===== config.mk =====
export PLATFORM = sky130hd
export DESIGN_NAME = float_acc_12
export DESIGN_NICKNAME = d
export VERILOG_FILES = /design/src/rtl/float12_pkg.sv /design/src/rtl/fadd_12_comb.sv /design/src/rtl/float_acc_12.sv
export SDC_FILE = /design/constraint.sdc
export NUM_CORES = 1
export LEC_CHECK = 0
export ABC_AREA = 1
export ABC_CLOCK_PERIOD_IN_PS = 21300
export BUFFER_PORTS_ARGS = -buffer_cell sky130_fd_sc_hd__buf_2
export CAP_MARGIN = 20
export CORE_ASPECT_RATIO = 0.7
export CORE_MARGIN = 5
export CORE_UTILIZATION = 45
export DETAILED_ROUTE_END_ITERATION = 12
export PLACE_DENSITY = 0.68
export SYNTH_ARGS = -nofsm -noshare
export SYNTH_HDL_FRONTEND = slang
export SYNTH_SLANG_ARGS = --single-unit

===== constraint.sdc =====
create_clock -name clk_i -period 21.3 [get_ports clk_i]
set_input_delay 3.195 -clock clk_i [delete_from_list [all_inputs] [get_ports clk_i]]
set_output_delay 3.195 -clock clk_i [all_outputs]
set_load 0.03 [all_outputs]

===== src/rtl/float12_pkg.sv =====
//------------------------------------------------------------------------------
// float12_pkg : shared constants, word layout and helpers for 12-bit floats
// Rev 1.0
//------------------------------------------------------------------------------
`default_nettype none

package float12_pkg;

  localparam int EXP_W    = 5;
  localparam int MAN_W    = 6;
  localparam int GRD_W    = 2;
  localparam int EXP_BIAS = 15;
  localparam int EXP_MAX  = 31;

  localparam logic [11:0] F12_ZERO = 12'h000;
  localparam logic [11:0] F12_MAX  = 12'h7FF;

  typedef struct packed {
    logic             sign;
    logic [EXP_W-1:0] exp;
    logic [MAN_W-1:0] man;
  } f12_t;

  // Leading-zero count of a left-aligned 16-bit field (16 when all zero).
  function automatic logic [4:0] lzc16(input logic [15:0] v);
    logic [4:0] n;
    n = 5'd16;
    for (int i = 0; i < 16; i++) begin
      if (v[i]) n = 5'(15 - i);
    end
    return n;
  endfunction

endpackage

`default_nettype wire


===== src/rtl/fadd_12_comb.sv =====
//------------------------------------------------------------------------------
// fadd_12_comb : combinational truncating float adder with saturation flag
// Rev 1.0
//------------------------------------------------------------------------------
`default_nettype none

module fadd_12_comb #(
  parameter int EXP_W = float12_pkg::EXP_W,
  parameter int MAN_W = float12_pkg::MAN_W,
  parameter int GRD_W = float12_pkg::GRD_W
) (
  input  logic [EXP_W+MAN_W:0] a_i,
  input  logic [EXP_W+MAN_W:0] b_i,
  output logic [EXP_W+MAN_W:0] y_o,
  output logic                 sat_o
);
  import float12_pkg::*;

  localparam int c_W     = 1 + EXP_W + MAN_W;
  localparam int c_SIG_W = 1 + MAN_W + GRD_W;
  localparam logic [EXP_W-1:0] c_EMAX = '1;

  logic             a_s, b_s;
  logic [EXP_W-1:0] a_e, b_e;
  logic [MAN_W-1:0] a_m, b_m;

  logic               w_swap, w_big_s, w_sml_s;
  logic [EXP_W-1:0]   w_big_e, w_sml_e;
  logic [MAN_W-1:0]   w_big_m, w_sml_m;
  logic [7:0]         w_diff;
  logic [c_SIG_W-1:0] w_sig_b, w_sig_s, w_sh, w_dif, w_norm;
  logic [c_SIG_W:0]   w_sum;
  logic [4:0]         w_lz;

  assign {a_s, a_e, a_m} = a_i;
  assign {b_s, b_e, b_m} = b_i;

  always_comb begin
    y_o     = '0;
    sat_o   = 1'b0;
    // Magnitude order follows directly from {exp, man} since the hidden bit is implied.
    w_swap  = (b_i[c_W-2:0] > a_i[c_W-2:0]);
    w_big_s = w_swap ? b_s : a_s;
    w_big_e = w_swap ? b_e : a_e;
    w_big_m = w_swap ? b_m : a_m;
    w_sml_s = w_swap ? a_s : b_s;
    w_sml_e = w_swap ? a_e : b_e;
    w_sml_m = w_swap ? a_m : b_m;
    w_diff  = 8'(w_big_e) - 8'(w_sml_e);
    w_sig_b = {1'b1, w_big_m, {GRD_W{1'b0}}};
    w_sig_s = {1'b1, w_sml_m, {GRD_W{1'b0}}};
    w_sh    = (w_diff >= 8'(c_SIG_W)) ? '0 : (w_sig_s >> w_diff);
    w_sum   = {1'b0, w_sig_b} + {1'b0, w_sh};
    w_dif   = w_sig_b - w_sh;
    w_lz    = lzc16(16'({w_dif, {(16 - c_SIG_W){1'b0}}}));
    w_norm  = w_dif << w_lz;

    if (a_e == '0 && b_e == '0) begin
      y_o = '0;
    end else if (a_e == '0) begin
      y_o = b_i;
    end else if (b_e == '0) begin
      y_o = a_i;
    end else if (w_big_s == w_sml_s) begin
      if (w_sum[c_SIG_W]) begin
        if (w_big_e == c_EMAX) begin
          y_o   = {w_big_s, {(c_W-1){1'b1}}};
          sat_o = 1'b1;
        end else begin
          y_o = {w_big_s, w_big_e + 1'b1, w_sum[c_SIG_W-1 -: MAN_W]};
        end
      end else begin
        y_o = {w_big_s, w_big_e, w_sum[c_SIG_W-2 -: MAN_W]};
      end
    end else if (w_dif == '0) begin
      y_o = '0;
    end else if (8'(w_big_e) <= 8'(w_lz)) begin
      // Underflow flushes silently to +0.
      y_o = '0;
    end else begin
      y_o = {w_big_s, EXP_W'(w_big_e - EXP_W'(w_lz)), w_norm[c_SIG_W-2 -: MAN_W]};
    end
  end

endmodule

`default_nettype wire


===== src/rtl/float_acc_12.sv =====
//------------------------------------------------------------------------------
// float_acc_12 : bias + sum-of-products accumulator with optional ReLU
// Rev 1.0
//------------------------------------------------------------------------------
`default_nettype none

module float_acc_12 #(
  parameter int EXP_W = float12_pkg::EXP_W,
  parameter int MAN_W = float12_pkg::MAN_W,
  parameter int GRD_W = float12_pkg::GRD_W,
  parameter int CNT_W = 10
) (
  input  logic                 clk_i,
  input  logic                 rst_n_i,
  input  logic                 valid_i,
  input  logic [EXP_W+MAN_W:0] data_i,
  input  logic                 last_i,
  input  logic [EXP_W+MAN_W:0] bias_i,
  input  logic                 relu_en_i,
  output logic                 valid_o,
  output logic [EXP_W+MAN_W:0] data_o,
  output logic [CNT_W-1:0]     cnt_o,
  output logic                 ovf_o
);

  localparam int c_W = 1 + EXP_W + MAN_W;

  logic [c_W-1:0]   r_acc;
  logic             r_first;
  logic [CNT_W-1:0] r_cnt;
  logic             r_ovf_acc;

  logic [c_W-1:0]   w_op_a;
  logic [c_W-1:0]   w_sum;
  logic             w_sat;
  logic [CNT_W-1:0] w_cnt_inc;

  assign w_op_a    = r_first ? bias_i : r_acc;
  assign w_cnt_inc = (&r_cnt) ? r_cnt : r_cnt + 1'b1;

  fadd_12_comb #(
    .EXP_W (EXP_W),
    .MAN_W (MAN_W),
    .GRD_W (GRD_W)
  ) u_fadd (
    .a_i   (w_op_a),
    .b_i   (data_i),
    .y_o   (w_sum),
    .sat_o (w_sat)
  );

  always_ff @(posedge clk_i or negedge rst_n_i) begin
    if (!rst_n_i) begin
      r_acc     <= '0;
      r_first   <= 1'b1;
      r_cnt     <= '0;
      r_ovf_acc <= 1'b0;
      valid_o   <= 1'b0;
      data_o    <= '0;
      cnt_o     <= '0;
      ovf_o     <= 1'b0;
    end else begin
      valid_o <= 1'b0;
      if (valid_i) begin
        if (!last_i) begin
          r_acc     <= w_sum;
          r_first   <= 1'b0;
          r_cnt     <= w_cnt_inc;
          r_ovf_acc <= r_ovf_acc | w_sat;
        end else begin
          // ReLU only touches negative nonzero results; +0 already has sign 0.
          data_o    <= (relu_en_i && w_sum[c_W-1]) ? '0 : w_sum;
          cnt_o     <= w_cnt_inc;
          ovf_o     <= r_ovf_acc | w_sat;
          valid_o   <= 1'b1;
          r_acc     <= '0;
          r_cnt     <= '0;
          r_ovf_acc <= 1'b0;
          r_first   <= 1'b1;
        end
      end
    end
  end

endmodule

`default_nettype wire

=== Word-level counts from Yosys, hierarchy flattened ===
Index checks and enable logic that the tools add are counted.

* Input port bits: 29
* Output and inout bits: 24
* Flip-flop bits (word level): 48

* $lt $le $gt $ge: 3
* Bitwise logic cells: 1
* Add/subtract/negate cells: 6
* Muxes and demuxes: 38
* Shift operators: 2
* Eq/ne operators: 2
* Reduce and logical (&&, ||, !) cells: 7

{| class="wikitable"
|+ Operators with widths
! kind !! count
|-
| 12-bit 2-to-1 mux || 9
|-
| 5-bit 2-to-1 mux || 11
|-
| 11-bit 2-to-1 mux || 2
|-
| 10-bit 2-to-1 mux || 2
|-
| 6-bit 2-to-1 mux || 2
|-
| 11-bit > comparator || 1
|-
| 1-bit 2-to-1 mux || 11
|-
| 10-bit by 1-bit adder with 10-bit output, second input constant || 1
|-
| 9-bit by 9-bit adder with 10-bit output || 1
|-
| 5-bit logical NOT || 2
|-
| 10-bit AND reduction || 1
|-
| 9-bit logical NOT || 1
|-
| 9-bit 2-to-1 mux || 1
|-
| 9-bit by 5-bit left shift with 8-bit output || 1
|-
| 9-bit by 8-bit right shift with 9-bit output || 1
|-
| 9-bit subtractor || 1
|-
| 8-bit by 4-bit greater-or-equal comparator with 1-bit output, second input constant || 1
|-
| 5-bit by 5-bit subtractor with 6-bit output || 1
|-
| 5-bit by 1-bit adder with 5-bit output, second input constant || 1
|-
| 5-bit equality test, second input constant || 1
|-
| 5-bit less-or-equal comparator || 1
|-
| 5-bit subtractor || 1
|-
| 1-bit logical AND || 2
|-
| 2-bit AND reduction || 1
|-
| 2 further kinds || 2
|}

=== Longest topological paths before layout ===
* Depth after elaboration: 25
* Gate-level depth with buffers: 59
* Gate-level depth less buffers: 56

=== Modules after synthesis ===
From an unflattened synthesis, not the netlist that was laid out.

* Cell total of the unflattened synthesis: 830
* Area, all modules: 5,181.2 um^2

{| class="wikitable"
|+ Modules (own cells, without submodules)
! module !! area each (um^2) !! seq. area each (um^2) !! cells each !! instances
|-
| fadd_12_comb || 2,964.1 || 0.0 || 548 || 1
|-
| float_acc_12 || 2,217.1 || 1,202.4 || 282 || 1
|}

=== Worst setup path before layout ===
OpenSTA, ideal clock, no wires.

* Path kind: input -> register
* From: input bias_i[10]
* To: register data_o[0]
* Path buffers: 1
* Setup slack: 11.587 ns
* Data required time: 21.182 ns
* Cell stages on the path: 46
* Library setup time: 0.118 ns
* Data arrival time: 9.595 ns
* Path through: or2_1 > o21ai_2 > ha_1 > nand2_1 > inv_1 > a21oi_1 > nand3_4 > nand3_1 > nand3_2 > ha_1 > buf_2 > inv_1 > o21ai_0 > nor2_1 > nor3_1 > inv_1 > ha_1 > inv_1 > [... 10 more ...] > nand3_1 > nor2_2 > inv_1 > ha_1 > nand2_1 > nor2_1 > a211oi_1 > or2_2 > a21oi_1 > o22ai_1 > inv_1 > nand2_1 > o21ai_2 > nand2_1 > o21ai_2 > inv_2 > nand3_1 > nand2_1

* Cells in the longest elaborated chain, start to end: 25

{| class="wikitable"
|+ Ends and longest elaborated chain
! element !! RTL line !! source
|-
| start, declared || float_acc_12.sv:18 || <nowiki>input logic [EXP_W+MAN_W:0] bias_i,</nowiki>
|-
| 12-bit 2-to-1 mux * || float_acc_12.sv:38 || <nowiki>assign w_op_a = r_first ? bias_i : r_acc;</nowiki>
|-
| 11-bit > comparator || fadd_12_comb.sv:42 || <nowiki>w_swap = (b_i[c_W-2:0] > a_i[c_W-2:0]);</nowiki>
|-
| 5-bit 2-to-1 mux (on tied branches) || fadd_12_comb.sv:44, fadd_12_comb.sv:47 ||
|-
| 5-bit by 5-bit subtractor with 6-bit output || fadd_12_comb.sv:49 || <nowiki>w_diff = 8'(w_big_e) - 8'(w_sml_e);</nowiki>
|-
| 8-bit by 4-bit greater-or-equal comparator with 1-bit output / 9-bit by 8-bit right shift with 9-bit output (equally long branches) || fadd_12_comb.sv:52 || <nowiki>w_sh = (w_diff >= 8'(c_SIG_W)) ? '0 : (w_sig_s >> w_diff);</nowiki>
|-
| 9-bit 2-to-1 mux || fadd_12_comb.sv:52 ||
|-
| 9-bit subtractor || fadd_12_comb.sv:54 || <nowiki>w_dif = w_sig_b - w_sh;</nowiki>
|-
| 5-bit 2-to-1 mux (9 in a row) || float12_pkg.sv:29 || <nowiki>if (v[i]) n = 5'(15 - i);</nowiki>
|-
| 5-bit less-or-equal comparator || fadd_12_comb.sv:77 || <nowiki>end else if (8'(w_big_e) <= 8'(w_lz)) begin</nowiki>
|-
| 12-bit 2-to-1 mux || fadd_12_comb.sv:77 ||
|-
| 12-bit 2-to-1 mux || fadd_12_comb.sv:75 || <nowiki>end else if (w_dif == '0) begin</nowiki>
|-
| 12-bit 2-to-1 mux || fadd_12_comb.sv:64 || <nowiki>end else if (w_big_s == w_sml_s) begin</nowiki>
|-
| 12-bit 2-to-1 mux || fadd_12_comb.sv:62 || <nowiki>end else if (b_e == '0) begin</nowiki>
|-
| 12-bit 2-to-1 mux || fadd_12_comb.sv:60 || <nowiki>end else if (a_e == '0) begin</nowiki>
|-
| 12-bit 2-to-1 mux * || fadd_12_comb.sv:58 || <nowiki>if (a_e == '0 && b_e == '0) begin</nowiki>
|-
| 1-bit logical AND || float_acc_12.sv:72 || <nowiki>data_o <= (relu_en_i && w_sum[c_W-1]) ? '0 : w_sum;</nowiki>
|-
| 12-bit 2-to-1 mux * || float_acc_12.sv:72 ||
|-
| end signal, assigned || float_acc_12.sv:72 ||
|-
| end, declared || float_acc_12.sv:21 || <nowiki>output logic [EXP_W+MAN_W:0] data_o,</nowiki>
|}

Every way passes the cells marked *; elsewhere a longest branch is shown, timed or not.
A chain may end at the register's enable or synchronous reset.

=== Worst setup path after layout ===
* From: input bias_i[6]
* To: register data_o[5]

The elaborated chain is that of the path after synthesis.

==> results.ini <==
[synth]
syn_avg_cell_area_um2 = 6.58
synth_commonest_cells = nand2_1 (219), inv_1 (109), nand3_1 (67), o21ai_0 (67), dfrtp_1 (47)
synth_top_area_share_pct = 22.9
yosysMostFrequentCell = nand2_1
yosys_warnings = 0
synthFlopType = dfrtp_1
synth_nets = 847
synth_edf_count = 0
synth_area_um2 = 5140
synthCells = 782
synth_top_area_cell = dfrtp_1
synth.yosys.seq_area_share_pct = 23.4
synth_area_leaders = dfrtp_1 (23%), nand2_1 (16%), ha_1 (8.3%), inv_1 (8.0%), nand3_1 (6.5%)
yosysUniqueCellTypes = 50
synth-async-reset-ratio_pct = 100
synth_seq_cells = 48

[timing]
slew-limit-headroom_pct = 40.6
setup_viol = 0
drv_slew = 0
max_freq_mhz = 90.8
period_needed_ns = 11.02
setup-tns-final_ns = 0
skew_ns = 0.00543
fin_crit_sh_pct = 51.7
tightest_slew_ns = 0.882
rsz0062_at_grt = false
timing.final.hold_violations = 0

[critical_path]
crit_path_frequent_cell = nand2_1
slowest_stage = ha_1
critical_path.max_fanout = 28
crit_type = in -> reg
required_ns = 21.48
critPathCaptureType = flip-flop
cpPeakStageDelay_ns = 0.51
crit_arrival_ns = 11.19
cp-start-kind = input pin

[floorplan]
pin_count = 53
core_um2 = 11100
die_w_um = 138
rows = 32
die_h_um = 99.5
initial_utilization_pct = 46.4
die_area_um2 = 13700

[final_layout]
fin_util_pct = 51.2
fin_nets = 891
syn_to_final_growth_pct = 10.5
diodes = 0
drive_gt1_share_pct = 16.8

[power]
p_leak_nw = 3.04
power_mw = 0.892
power.density_nw_per_um2 = 157
ir_drop_uv = 119

[cts]
clock_path_buffers = 2
post_cts_resized = 0
clock_sinks = 48
cts.clk_slew.worst_paths_ns = 0.06
numCtsBuffers = 5
cts_root_buf = clkbuf_16
clk_latency_ns = 0.29
cts_hold_buf = 0
htreeDepth = 2
cts_tree = built
post-cts-setup-buffers = 0

[drt]
vias = 5153
routedWlPerCell_um = 14.6
routed_via_density = 5.26
ant_nets = 0
first_iter_violations = 548
drc = 0
first_pass_iters = 6
wl_um = 14300

[global_routing]
grt_usage_pct = 21.1
grt.overflow.total = 0
grt_max_degree = 49
grt_pass1_wl_um = 23400
grt_antenna_before_repair = 0
first_global_vias = 4586

[hold_path]
hold_path_class = reg -> reg

[place]
dp_hpwl_um = 11600
port_buffers = 52
gp_congestion = 0.909

[flow_run]
cap_viol_max_count = 0

[run_status]
outcome = finished clean

==> critical path: cells and delay by family <==
| kind | cells | cell delay (ns) |
|---|---|---|
| AO/OA/AOI/OAI | 10 | 1.63 |
| adder cells (fa/ha/maj) | 4 | 1.75 |
| buffers and inverters | 10 | 1.00 |
| XOR/XNOR | 1 | 0.40 |
| AND/OR/NAND/NOR | 25 | 3.22 |
==> worst paths after layout <==
kind,startpoint,to,slack [ns],depth (start not counted)
max in group asynchronous,rst_n_i,r_first,17.93,2
worst min register to register,r_acc[0],r_acc[0],0.48,2
worst min-delay path,r_acc[0],r_acc[0],0.48,2
worst max-delay path,bias_i[6],data_o[5],10.28,50
min in group asynchronous,rst_n_i,ovf_o,2.81,1
worst max register to register,r_first,data_o[5],12.35,53
==> cells by family (layout without fill, tap and decap cells) <==
kind of cell	Yosys count	in the layout	synth area share (%)
and+or+nand+nor	390	390	36.5
AOI/OAI and AO/OA	147	147	16.4
buffers and inverters	144	189	11.2
DFF	48	48	23.4
adders and majority gates	36	36	9.05
xor gates and xnor gates	15	15	3.07
muxes	2	2	0.389
==> layout make-up <==
class                           count  area, um2
Multi-Input combinational cell    590       3360
Timing Repair Buffer               55        295
Tap cell                          153        191
Sequential cell                    48       1200
Clock inverter                      1       7.51
Inverter                          126        478
Clock buffer                        7        143
Fill cell                        1150       5410
==> state kept, by name, summed over array words and instances, names as in the netlist <==
register,count
r_acc,12
r_cnt,10
valid_o,1
ovf_o,1
cnt_o,10
data_o,12
r_first,1
r_ovf_acc,1
==> metal layers <==
metal | vias up | GRT usage (%) | wire [um]
met5 | - | 0 | 0
met4 | 0 | 3.49 | 107
met3 | 9 | 4.25 | 1110
met2 | 153 | 27.2 | 5440
met1 | 2354 | 35.5 | 7650
li1 | 2637 | - | -
==> placed cells by master (no fill, tap or decap), types with 5 or more instances in the layout <==
cell type	instances
nand4_1	6
xor2_1	10
ha_1	34
o211ai_1	6
nand3_2	10
nand3_1	67
o21ai_0	67
o22ai_1	13
a21oi_1	30
buf_2	52
nand2_2	11
or2_2	8
nor2_1	37
nor3_1	5
inv_2	15
nand2_1	219
dfrtp_1	47
o21ai_2	7
clkbuf_16	5
o21ai_1	7
inv_1	109
nand2_4	8
==> power breakdown <==
group / switching (mW) / internal (mW) / leakage (nW)
sequential: 0.0143 / 0.112 / 0.639
clock: 0.0336 / 0.0468 / 0.0701
combinational: 0.463 / 0.222 / 2.33
total: 0.511 / 0.381 / 3.04
==> stage by stage <==
stage / std cells / hold slack, ns / instance area [um2] / worst slack, ns
2_1_floorplan: 782 / 0.444 / 5140 / 11.59
3_3_place_gp: 971 / 0.467 / 5510 / 10.36
3_5_place_dp: 971 / 0.468 / 5510 / 10.17
4_1_cts: 979 / 0.486 / 5660 / 10.43
5_1_grt: 980 / 0.500 / 5680 / 9.42
6_report: 980 / 0.480 / 5680 / 10.28
(Power assumes the default switching activity.)
